[config.mk]
export PLATFORM = sky130hd
export DESIGN_NAME = mdu_seq
export DESIGN_NICKNAME = d
export VERILOG_FILES = /design/src/rtl/mdu_seq_pkg.sv /design/src/rtl/mdu_step.sv /design/src/rtl/mdu_seq.sv
export SDC_FILE = /design/constraint.sdc
export NUM_CORES = 1
export LEC_CHECK = 0
export CAP_MARGIN = 20
export CORE_MARGIN = 3
export CORE_UTILIZATION = 54
export CTS_BUF_LIST = sky130_fd_sc_hd__clkbuf_4
export DETAILED_ROUTE_END_ITERATION = 12
export PLACE_DENSITY_LB_ADDON = 0.15
export SYNTH_ARGS = -nofsm -noshare
export SYNTH_HDL_FRONTEND = slang
export SYNTH_SLANG_ARGS = --single-unit
[constraint.sdc]
create_clock -name clk -period 7.6 [get_ports clk]
set_input_delay 0.76 -clock clk [delete_from_list [all_inputs] [get_ports clk]]
set_output_delay 0.76 -clock clk [all_outputs]
set_load 0.05 [all_outputs]
[src/rtl/mdu_seq_pkg.sv]
// Shared definitions for the iterative RV32M multiply/divide sequencer:
// operand width, funct3 op codes and FSM state encoding.
package mdu_seq_pkg;

    localparam int XLEN  = 32;
    localparam int CNT_W = 5;

    localparam logic [2:0] F3_MUL    = 3'b000;
    localparam logic [2:0] F3_MULH   = 3'b001;
    localparam logic [2:0] F3_MULHSU = 3'b010;
    localparam logic [2:0] F3_MULHU  = 3'b011;
    localparam logic [2:0] F3_DIV    = 3'b100;
    localparam logic [2:0] F3_DIVU   = 3'b101;
    localparam logic [2:0] F3_REM    = 3'b110;
    localparam logic [2:0] F3_REMU   = 3'b111;

    typedef enum logic [2:0] {
        IDLE = 3'd0,
        PREP = 3'd1,
        CALC = 3'd2,
        FIX  = 3'd3,
        DONE = 3'd4
    } state_t;

    function automatic logic is_div(input logic [2:0] f3);
        return f3[2];
    endfunction

endpackage

[src/rtl/mdu_step.sv]
// One iteration of the shared datapath: shift-add multiply step or
// restoring-divide step over a 2*XLEN-bit accumulator.
module mdu_step #(
    parameter int XLEN = 32
) (
    input  logic                mode_div,
    input  logic [2*XLEN-1:0]   acc,
    input  logic [XLEN-1:0]     operand,
    output logic [2*XLEN-1:0]   acc_next,
    output logic                q_bit
);

    logic [XLEN:0]   sum;
    logic [XLEN:0]   part;
    logic [XLEN-1:0] diff;
    logic [XLEN-1:0] rem;
    logic            ge;

    // NOTE: every combinational output gets a default first so no path
    // through the block can leave a value unassigned and infer a latch.
    always_comb begin
        sum      = {1'b0, acc[2*XLEN-1:XLEN]} + (acc[0] ? {1'b0, operand} : '0);
        part     = {acc[2*XLEN-1:XLEN], acc[XLEN-1]};
        ge       = (part >= {1'b0, operand});
        // When ge holds the true difference is below operand, so XLEN bits suffice.
        diff     = part[XLEN-1:0] - operand;
        rem      = ge ? diff : part[XLEN-1:0];
        q_bit    = mode_div & ge;
        acc_next = {sum, acc[XLEN-1:1]};
        if (mode_div) begin
            // Quotient bit is merged into bit 0 by the caller via q_bit.
            acc_next = {rem, acc[XLEN-2:0], 1'b0};
        end
    end

endmodule

[src/rtl/mdu_seq.sv]
// RV32M multiply/divide sequencer: FSM, iteration counter, operand
// registers and the sign-fix/result mux around the shared mdu_step datapath.
module mdu_seq
    import mdu_seq_pkg::*;
#(
    parameter int XLEN  = mdu_seq_pkg::XLEN,
    parameter int CNT_W = mdu_seq_pkg::CNT_W
) (
    input  logic            clk,
    input  logic            reset_n,
    input  logic            start,
    input  logic [2:0]      funct3,
    input  logic [XLEN-1:0] srca,
    input  logic [XLEN-1:0] srcb,
    input  logic            flush,
    output logic            busy,
    output logic            done,
    output logic [XLEN-1:0] result
);

    localparam logic [XLEN-1:0]  MIN_NEG  = {1'b1, {(XLEN-1){1'b0}}};
    localparam logic [CNT_W-1:0] CNT_LAST = CNT_W'(XLEN - 1);

    state_t            state, state_next;
    logic [2:0]        f3;
    logic [XLEN-1:0]   a_q, b_q, opnd;
    logic              a_neg, b_neg;
    logic [2*XLEN-1:0] acc, step_acc;
    logic              step_q;
    logic [CNT_W-1:0]  cnt;

    logic              sign_a, sign_b, neg_a, neg_b;
    logic [XLEN-1:0]   mag_a, mag_b;
    logic              div_zero, div_ovf, special;
    logic [XLEN-1:0]   special_val;
    logic [2*XLEN-1:0] prod;
    logic [XLEN-1:0]   quo, rem, fix_val;

    mdu_step #(.XLEN(XLEN)) u_step (
        .mode_div (is_div(f3)),
        .acc      (acc),
        .operand  (opnd),
        .acc_next (step_acc),
        .q_bit    (step_q)
    );

    // Operand signedness, magnitudes and divide special cases (used in PREP).
    always_comb begin
        sign_a   = (f3 != F3_MULHU) && (f3 != F3_DIVU) && (f3 != F3_REMU);
        sign_b   = sign_a && (f3 != F3_MULHSU);
        neg_a    = sign_a & a_q[XLEN-1];
        neg_b    = sign_b & b_q[XLEN-1];
        mag_a    = neg_a ? -a_q : a_q;
        mag_b    = neg_b ? -b_q : b_q;
        div_zero = is_div(f3) && (b_q == '0);
        div_ovf  = ((f3 == F3_DIV) || (f3 == F3_REM)) && (a_q == MIN_NEG) && (b_q == '1);
        special  = div_zero || div_ovf;
        if (div_zero) begin
            special_val = f3[1] ? a_q : '1;
        end else begin
            special_val = f3[1] ? '0 : MIN_NEG;
        end
    end

    // Sign correction and result selection (used in FIX).
    always_comb begin
        prod = (a_neg ^ b_neg) ? -acc : acc;
        quo  = (a_neg ^ b_neg) ? -acc[XLEN-1:0] : acc[XLEN-1:0];
        rem  = a_neg ? -acc[2*XLEN-1:XLEN] : acc[2*XLEN-1:XLEN];
        unique case (f3)
            F3_MUL:                     fix_val = prod[XLEN-1:0];
            F3_MULH, F3_MULHSU, F3_MULHU: fix_val = prod[2*XLEN-1:XLEN];
            F3_DIV, F3_DIVU:            fix_val = quo;
            default:                    fix_val = rem;
        endcase
    end

    always_comb begin
        state_next = state;
        unique case (state)
            IDLE: if (start) state_next = PREP;
            PREP: state_next = special ? DONE : CALC;
            CALC: if (cnt == CNT_LAST) state_next = FIX;
            FIX:  state_next = DONE;
            DONE: state_next = IDLE;
            default: state_next = IDLE;
        endcase
        if (flush) state_next = IDLE;
        busy = (state == PREP) || (state == CALC) || (state == FIX);
        done = (state == DONE);
    end

    // NOTE: sequential state uses non-blocking assignments so every register
    // samples the pre-edge values regardless of statement order.
    always_ff @(posedge clk or negedge reset_n) begin
        if (!reset_n) state <= IDLE;
        else          state <= state_next;
    end

    always_ff @(posedge clk or negedge reset_n) begin
        if (!reset_n) begin
            f3     <= '0;
            a_q    <= '0;
            b_q    <= '0;
            opnd   <= '0;
            a_neg  <= 1'b0;
            b_neg  <= 1'b0;
            acc    <= '0;
            cnt    <= '0;
            result <= '0;
        end else begin
            unique case (state)
                IDLE: begin
                    if (start && !flush) begin
                        f3  <= funct3;
                        a_q <= srca;
                        b_q <= srcb;
                    end
                end
                PREP: begin
                    a_neg <= neg_a;
                    b_neg <= neg_b;
                    cnt   <= '0;
                    acc   <= {{XLEN{1'b0}}, (is_div(f3) ? mag_a : mag_b)};
                    opnd  <= is_div(f3) ? mag_b : mag_a;
                    if (special && !flush) result <= special_val;
                end
                CALC: begin
                    acc <= {step_acc[2*XLEN-1:1], step_acc[0] | step_q};
                    cnt <= cnt + 1'b1;
                end
                FIX: begin
                    if (!flush) result <= fix_val;
                end
                default: ;
            endcase
        end
    end

endmodule

==> results of run 1 <==
where the power goes:
part / leakage, µW / internal [µW] / total [µW] / switching, µW
Clock: 0.000434 / 534 / 1040 / 508
Combinational: 0.00512 / 2090 / 5380 / 3290
Sequential: 0.00258 / 1440 / 2190 / 751
Total: 0.00814 / 4060 / 8610 / 4550
metrics by stage:
step / instance area (µm²) / setup slack (ns)
6_report: 19100 / 3.08
5_1_grt: 19100 / 2.92
4_1_cts: 19100 / 3.17
3_5_place_dp: 18400 / 3.20
3_3_place_gp: 18400 / 3.32
2_1_floorplan: 17200 / 4.29
cells in the final DEF, fill, tap and decap left out, types with 16 or more instances in the layout:
master                              n
sky130_fd_sc_hd__buf_4             24
sky130_fd_sc_hd__a21o_1            44
sky130_fd_sc_hd__o221ai_1          38
sky130_fd_sc_hd__nand3_1           37
sky130_fd_sc_hd__o31ai_1           32
sky130_fd_sc_hd__mux2_2            71
sky130_fd_sc_hd__o21ai_0          209
sky130_fd_sc_hd__dfrtp_1          204
sky130_fd_sc_hd__and3_1            16
sky130_fd_sc_hd__nor2_1           158
sky130_fd_sc_hd__a21oi_1          147
sky130_fd_sc_hd__mux2i_1           55
sky130_fd_sc_hd__clkdlybuf4s50_1  103
sky130_fd_sc_hd__nand4_1           20
sky130_fd_sc_hd__a31oi_1           23
sky130_fd_sc_hd__a211oi_1          23
sky130_fd_sc_hd__xor2_1            84
sky130_fd_sc_hd__nor3_1            33
sky130_fd_sc_hd__nor4_1            20
sky130_fd_sc_hd__clkbuf_4          83
sky130_fd_sc_hd__inv_1             65
sky130_fd_sc_hd__ha_1              71
sky130_fd_sc_hd__o22ai_1           17
sky130_fd_sc_hd__nand2_1          234
sky130_fd_sc_hd__o211ai_1          27
sky130_fd_sc_hd__xnor2_1          103
registers in the layout, summed over array words and instances, names as in the netlist:
register / flops
a_neg: 1
a_q: 32
acc: 64
b_neg: 1
b_q: 32
cnt: 5
f3: 3
opnd: 32
result: 32
state: 3
worst paths after layout:
path	cells past startpoint	to	slack (ns)
worst max-delay path	10	acc[56]	3.08
worst min-delay path	1	result[18]	0.002
worst max register to register	10	acc[56]	3.08
worst min register to register	1	result[17]	0.48
max in group asynchronous	2	f3[2]	6.10
min in group clk	1	result[17]	0.48
layout make-up:
cell class	instances	area [µm²]
fillers	2762	11900
multi-input cells	1684	11300
flip-flops and latches	205	5130
repair buffers	130	1260
clock buffers	83	623
well taps	396	495
inverters	66	248
clock inverters	16	103
diodes	1	2.50
worst max-delay path, stage by stage, from the launching register on:
cell,delay (ns)
sky130_fd_sc_hd__dfrtp_1,0.61
sky130_fd_sc_hd__ha_1,0.37
sky130_fd_sc_hd__and3_1,0.22
sky130_fd_sc_hd__and4_1,0.23
sky130_fd_sc_hd__and3_1,0.18
sky130_fd_sc_hd__a221oi_1,0.68
sky130_fd_sc_hd__a21o_1,0.24
sky130_fd_sc_hd__a31o_2,0.40
sky130_fd_sc_hd__nand2_1,0.69
sky130_fd_sc_hd__or3_1,0.59
sky130_fd_sc_hd__o211a_1,0.13
cells by family after synthesis:
family / after synthesis / synth area share [%]
AO/OA/AOI/OAI: 677 / 25.3
flip-flops: 205 / 29.9
AND/OR/NAND/NOR: 619 / 17.1
XOR/XNOR: 189 / 9.64
adder cells (fa/ha/maj): 73 / 5.40
multiplexers: 126 / 7.86
buffers and inverters: 219 / 4.87
metal layers:
metal  vias up  share of wire, %
met5         -                 0
met4         0               5.0
met3       184                11
met2      1021                44
met1      8188                40
li1       7824                 -
==> impl_metrics.xml, run 1 <==
<?xml version="1.0" encoding="UTF-8"?>
<metrics>
  <group name="critical_path">
    <metric name="path_max_fanout" unit="">19</metric>
    <metric name="end_kind" unit="">flip-flop</metric>
    <metric name="critPathKind" unit="">reg -&gt; reg</metric>
    <metric name="cp_data_required_time" unit="ns">8.23</metric>
    <metric name="r2r-start" unit="">acc[39]</metric>
    <metric name="startpoint" unit="">acc[39]</metric>
    <metric name="worst_ep_arrival_time" unit="ns">5.15</metric>
    <metric name="worstSetupStartpointType" unit="">flip-flop</metric>
  </group>
  <group name="global_route">
    <metric name="grt_util_met1" unit="%">47.8</metric>
    <metric name="first_pass_grt_wire_length" unit="µm">95100</metric>
    <metric name="global_route.usage.met3" unit="%">9.79</metric>
    <metric name="vias_in_the_first_global_route" unit="">16200</metric>
    <metric name="global_route.usage.total" unit="%">36.0</metric>
    <metric name="grt_start_max_net_pins" unit="">110</metric>
    <metric name="grt.overflow.total" unit="">0</metric>
    <metric name="gr_layer_usage_met2" unit="%">54.7</metric>
    <metric name="antenna_found_initial" unit="">1</metric>
    <metric name="grt_busiest_layer" unit="">met2</metric>
  </group>
  <group name="synthesis">
    <metric name="synth_top_cells_by_count" unit="">234 x sky130_fd_sc_hd__nand2_1, 209 x sky130_fd_sc_hd__o21ai_0, 205 x sky130_fd_sc_hd__dfrtp_1</metric>
    <metric name="synthCells" unit="">2108</metric>
    <metric name="synth_enable_flop_cells" unit="">0</metric>
    <metric name="primary_flip_flop_cell_chosen_by_synthesis_mapping" unit="">sky130_fd_sc_hd__dfrtp_1</metric>
    <metric name="most_repeated_cell_in_the_gate_level_netlist_after_synthesis" unit="">sky130_fd_sc_hd__nand2_1</metric>
    <metric name="seq_area_frac_synth" unit="%">29.9</metric>
    <metric name="yosysUniqueCellTypes" unit="">80</metric>
    <metric name="synth_fp_nets" unit="">2252</metric>
    <metric name="synth-seq-cells" unit="">205</metric>
    <metric name="netlist_area" unit="µm²">17200</metric>
    <metric name="synth_async_sr_flop_share" unit="%">100</metric>
    <metric name="avgSynthCellArea" unit="µm²">8.15</metric>
    <metric name="yosysWarningCount" unit="">0</metric>
    <metric name="synth_top_area_share" unit="%">29.9</metric>
    <metric name="synth_area_leaders" unit="">sky130_fd_sc_hd__dfrtp_1 30%, sky130_fd_sc_hd__o21ai_0 6.1%, sky130_fd_sc_hd__xnor2_1 5.3%</metric>
    <metric name="synth_largest_area_cell" unit="">sky130_fd_sc_hd__dfrtp_1</metric>
  </group>
  <group name="finish">
    <metric name="syn_to_final_growth" unit="%">11.3</metric>
    <metric name="nNetsFinal" unit="">2288</metric>
    <metric name="drive_gt1_share" unit="%">10.0</metric>
    <metric name="post_layout_nonfiller_instances" unit="">2581</metric>
    <metric name="post-route-util" unit="%">61.7</metric>
  </group>
  <group name="routing">
    <metric name="dr.pass1.iters" unit="">6</metric>
    <metric name="detail_route.wirelength" unit="µm">62000</metric>
    <metric name="detail-route-antenna-nets" unit="">0</metric>
    <metric name="dr.first_iter.drc_count" unit="">2270</metric>
    <metric name="vias" unit="">17200</metric>
    <metric name="via_per_inst" unit="">6.67</metric>
    <metric name="routedWlPerCell" unit="µm">24.0</metric>
    <metric name="drt_drc_violations_left" unit="">0</metric>
  </group>
  <group name="clocking">
    <metric name="tritoncts_buffers" unit="">57</metric>
    <metric name="cts.root.buffer_cell" unit="">sky130_fd_sc_hd__clkbuf_4</metric>
    <metric name="tritoncts" unit="">done</metric>
    <metric name="cts_setup_buffers" unit="">0</metric>
    <metric name="cts_sinks" unit="">205</metric>
    <metric name="cts_repair_resize_count" unit="">0</metric>
    <metric name="holdBufCountCts" unit="">0</metric>
    <metric name="htreeDepth" unit="">2</metric>
    <metric name="insertion_delay" unit="ns">0.79</metric>
    <metric name="path_clk_slew" unit="ns">0.07</metric>
    <metric name="clock_path_buffers" unit="">3</metric>
  </group>
  <group name="timing">
    <metric name="worst_slew_margin_rel" unit="%">32.0</metric>
    <metric name="final_critical_path_share_of_the_clock_period" unit="%">59.5</metric>
    <metric name="hold_viol" unit="">0</metric>
    <metric name="slew_viol_final" unit="">0</metric>
    <metric name="rsz_0062_raised_after_global_routing" unit="">no</metric>
    <metric name="whs" unit="ns">0.00232</metric>
    <metric name="max_freq" unit="MHz">221</metric>
    <metric name="final.setup_skew" unit="ns">0.0523</metric>
    <metric name="max_slew.worst_pin.slew" unit="ns">1.02</metric>
    <metric name="finalSetupViolations" unit="">0</metric>
    <metric name="totalNegativeSetupSlack" unit="ns">0</metric>
    <metric name="layout_min_cycle_time" unit="ns">4.52</metric>
  </group>
  <group name="floorplan">
    <metric name="initial_core_utilization" unit="%">55.4</metric>
    <metric name="placementRows" unit="">64</metric>
    <metric name="io_pins" unit="">105</metric>
    <metric name="die_h" unit="µm">184</metric>
    <metric name="die_width" unit="µm">184</metric>
    <metric name="floorplan.die_area" unit="µm²">34000</metric>
    <metric name="placeable_core_region" unit="µm²">31000</metric>
  </group>
  <group name="pwr">
    <metric name="p_total" unit="µW">8610</metric>
    <metric name="leakage" unit="µW">0.00814</metric>
    <metric name="power.ir.vdd_worst" unit="mV">0.199</metric>
    <metric name="power-per-cell-area" unit="nW/µm²">450</metric>
  </group>
  <group name="placement">
    <metric name="gp_routability_congestion" unit="">0.994</metric>
    <metric name="detailed_place_hpwl" unit="µm">46300</metric>
    <metric name="post-place-cells" unit="">2479</metric>
    <metric name="port-buffer-count" unit="">104</metric>
  </group>
  <group name="run">
    <metric name="cap_viol_max_count" unit="">0</metric>
  </group>
  <group name="min_path">
    <metric name="hold_path_class" unit="">in -&gt; async</metric>
  </group>
  <group name="outcome">
    <metric name="run_status" unit="">finished clean</metric>
  </group>
</metrics>
Power figures use the tool's default switching activity.
==> run 2: changes to the inputs <==
==> constraint.sdc (replaced) <==
create_clock -name clk -period 4.59 [get_ports clk]
set_input_delay 0.459 -clock clk [delete_from_list [all_inputs] [get_ports clk]]
set_output_delay 0.459 -clock clk [all_outputs]
set_load 0.05 [all_outputs]
==> run 2 against run 1 <==
Hold slack improved by 0.28 ns. Combinational power increased by 73%. Register-to-register slack got worse by 2.4 ns. Setup slack got worse by 2.4 ns. Clock power increased by 59%. Utilization increased by 0.59 points. Maximum frequency increased by 17%. Sequential power increased by 60%. Total power increased by 68%. Critical path type unchanged. Largest cell class unchanged. Largest power group unchanged.
==> impl_metrics.xml, run 2 (synthesis results as in run 1) <==
<?xml version="1.0" encoding="UTF-8"?>
<metrics>
  <group name="routing">
    <metric name="via_per_inst" unit="">6.65</metric>
    <metric name="drt_drc_violations_left" unit="">0</metric>
    <metric name="detail-route-antenna-nets" unit="">0</metric>
    <metric name="dr.pass1.iters" unit="">7</metric>
    <metric name="detail_route.wirelength" unit="µm">64200</metric>
    <metric name="routedWlPerCell" unit="µm">24.6</metric>
    <metric name="dr.first_iter.drc_count" unit="">2226</metric>
    <metric name="vias" unit="">17300</metric>
  </group>
  <group name="finish">
    <metric name="most-common-layout-cells" unit="">234 x sky130_fd_sc_hd__nand2_1, 209 x sky130_fd_sc_hd__o21ai_0, 204 x sky130_fd_sc_hd__dfrtp_1</metric>
    <metric name="drive_gt1_share" unit="%">10.9</metric>
    <metric name="largest_register" unit="">acc</metric>
    <metric name="post_layout_nonfiller_instances" unit="">2608</metric>
    <metric name="n_fill_cell" unit="">2733</metric>
    <metric name="layout.cells.most_common" unit="">sky130_fd_sc_hd__nand2_1</metric>
    <metric name="multi_input_comb_area" unit="µm²">11300</metric>
    <metric name="number_of_flip_flops_under_the_largest_register_name" unit="">64</metric>
    <metric name="syn_to_final_growth" unit="%">12.4</metric>
    <metric name="nNetsFinal" unit="">2317</metric>
    <metric name="register_area" unit="µm²">5130</metric>
  </group>
  <group name="pwr">
    <metric name="power.ir.vdd_worst" unit="mV">0.355</metric>
    <metric name="power-per-cell-area" unit="nW/µm²">749</metric>
    <metric name="leakage" unit="µW">0.00825</metric>
  </group>
  <group name="timing">
    <metric name="hold_viol" unit="">0</metric>
    <metric name="worst_slew_margin_rel" unit="%">16.9</metric>
    <metric name="max_slew.worst_pin.slew" unit="ns">1.22</metric>
    <metric name="final_critical_path_share_of_the_clock_period" unit="%">84.2</metric>
    <metric name="max_freq" unit="MHz">259</metric>
    <metric name="finalSetupViolations" unit="">0</metric>
    <metric name="rsz_0062_raised_after_global_routing" unit="">no</metric>
    <metric name="final.setup_skew" unit="ns">0.0958</metric>
    <metric name="slew_viol_final" unit="">0</metric>
    <metric name="layout_min_cycle_time" unit="ns">3.87</metric>
    <metric name="totalNegativeSetupSlack" unit="ns">0</metric>
  </group>
  <group name="clocking">
    <metric name="insertion_delay" unit="ns">0.79</metric>
    <metric name="tritoncts" unit="">done</metric>
    <metric name="clock_path_buffers" unit="">3</metric>
    <metric name="cts_repair_resize_count" unit="">0</metric>
    <metric name="path_clk_slew" unit="ns">0.07</metric>
    <metric name="htreeDepth" unit="">2</metric>
    <metric name="cts_sinks" unit="">205</metric>
    <metric name="tritoncts_buffers" unit="">57</metric>
    <metric name="cts.root.buffer_cell" unit="">sky130_fd_sc_hd__clkbuf_4</metric>
  </group>
  <group name="run">
    <metric name="cap_viol_max_count" unit="">0</metric>
  </group>
  <group name="floorplan">
    <metric name="initial_core_utilization" unit="%">55.4</metric>
    <metric name="placementRows" unit="">64</metric>
    <metric name="io_pins" unit="">105</metric>
    <metric name="floorplan.die_area" unit="µm²">34000</metric>
    <metric name="die_h" unit="µm">184</metric>
    <metric name="placeable_core_region" unit="µm²">31000</metric>
    <metric name="die_width" unit="µm">184</metric>
  </group>
  <group name="critical_path">
    <metric name="worst_ep_arrival_time" unit="ns">4.56</metric>
    <metric name="critPathKind" unit="">reg -&gt; reg</metric>
    <metric name="worstSetupStartpointType" unit="">flip-flop</metric>
    <metric name="path_max_fanout" unit="">6</metric>
    <metric name="cp_data_required_time" unit="ns">5.28</metric>
    <metric name="end_kind" unit="">flip-flop</metric>
  </group>
  <group name="placement">
    <metric name="gp_routability_congestion" unit="">1.03</metric>
    <metric name="detailed_place_hpwl" unit="µm">47800</metric>
    <metric name="port-buffer-count" unit="">104</metric>
    <metric name="post-place-cells" unit="">2509</metric>
  </group>
  <group name="outcome">
    <metric name="run_status" unit="">finished clean</metric>
  </group>
  <group name="global_route">
    <metric name="grt.overflow.total" unit="">0</metric>
    <metric name="vias_in_the_first_global_route" unit="">16300</metric>
    <metric name="antenna_found_initial" unit="">1</metric>
    <metric name="grt_start_max_net_pins" unit="">106</metric>
    <metric name="first_pass_grt_wire_length" unit="µm">97100</metric>
    <metric name="global_route.usage.total" unit="%">37.1</metric>
  </group>
  <group name="min_path">
    <metric name="hold_path_class" unit="">in -&gt; async</metric>
  </group>
</metrics>
[run 2: layout make-up]
type / instances / area share [%]
sequential: 205 / 26.6
antenna: 1 / 0.0130
tap: 396 / 2.57
timing repair buffer: 159 / 7.63
inverter: 66 / 1.28
multi-input combinational: 1684 / 58.4
clock inverter: 19 / 0.499
clock buffer: 78 / 3.03
[run 2: repair_timing]
item                                    in CTS  in global routing
endpoints found under the hold margin      100                  0
endpoints found under the setup margin       0                  0
setup buffers                                0                  0
hold buffers                                 1                  0
[run 2: worst max-delay path, stage by stage, from the launching register on]
cell and delay (ns):
sky130_fd_sc_hd__dfrtp_1 0.47, sky130_fd_sc_hd__inv_1 0.07, sky130_fd_sc_hd__ha_1 0.19, sky130_fd_sc_hd__inv_1 0.07
sky130_fd_sc_hd__fa_1 0.23, sky130_fd_sc_hd__a211oi_1 0.10, sky130_fd_sc_hd__o21ai_0 0.33, sky130_fd_sc_hd__nand3_1 0.20
sky130_fd_sc_hd__a2111oi_0 1.06, sky130_fd_sc_hd__o211ai_1 0.21, sky130_fd_sc_hd__a311oi_1 0.35, sky130_fd_sc_hd__xor2_1 0.17
sky130_fd_sc_hd__a211oi_1 0.08, sky130_fd_sc_hd__o31ai_1 0.25
[run 2: where the power goes]
part | switching (µW) | internal (µW)
Sequential | 1120 | 2380
Clock | 858 | 790
Combinational | 5700 | 3600
Total | 7690 | 6780
[run 2: per-layer routing]
metal	wire length (µm)	up-vias	track usage [%]
li1	-	7868	-
met1	26400	8298	50.8
met2	28300	1000	56.7
met3	6040	181	7.24
met4	3440	0	17.3
met5	0	-	0
[run 2: path summary, 6_finish.rpt]
check | start | end | slack, ns | depth (start not counted)
min in group clk | srcb[8] | b_q[8] | 0.32 | 2
worst min-delay path | reset_n | acc[62] | 0.28 | 2
worst max-delay path | acc[31] | acc[60] | 0.72 | 13
worst max register to register | acc[31] | acc[60] | 0.72 | 13
worst min register to register | result[31] | result[31] | 0.48 | 2
max in group asynchronous | reset_n | acc[6] | 3.14 | 3
[run 2: metrics by stage]
step	setup slack (ns)	util [%]	total power, µW	hold WS, ns	instance area, µm²
3_3_place_gp	0.883	60.0	12400	0.462	18600
5_1_grt	0.480	62.3	15400	0.265	19300
6_report	0.724	62.3	14500	0.285	19300
3_5_place_dp	0.828	60.0	12500	0.465	18600
2_1_floorplan	1.28	-	9650	0.163	17200
4_1_cts	0.826	62.3	14200	0.270	19300
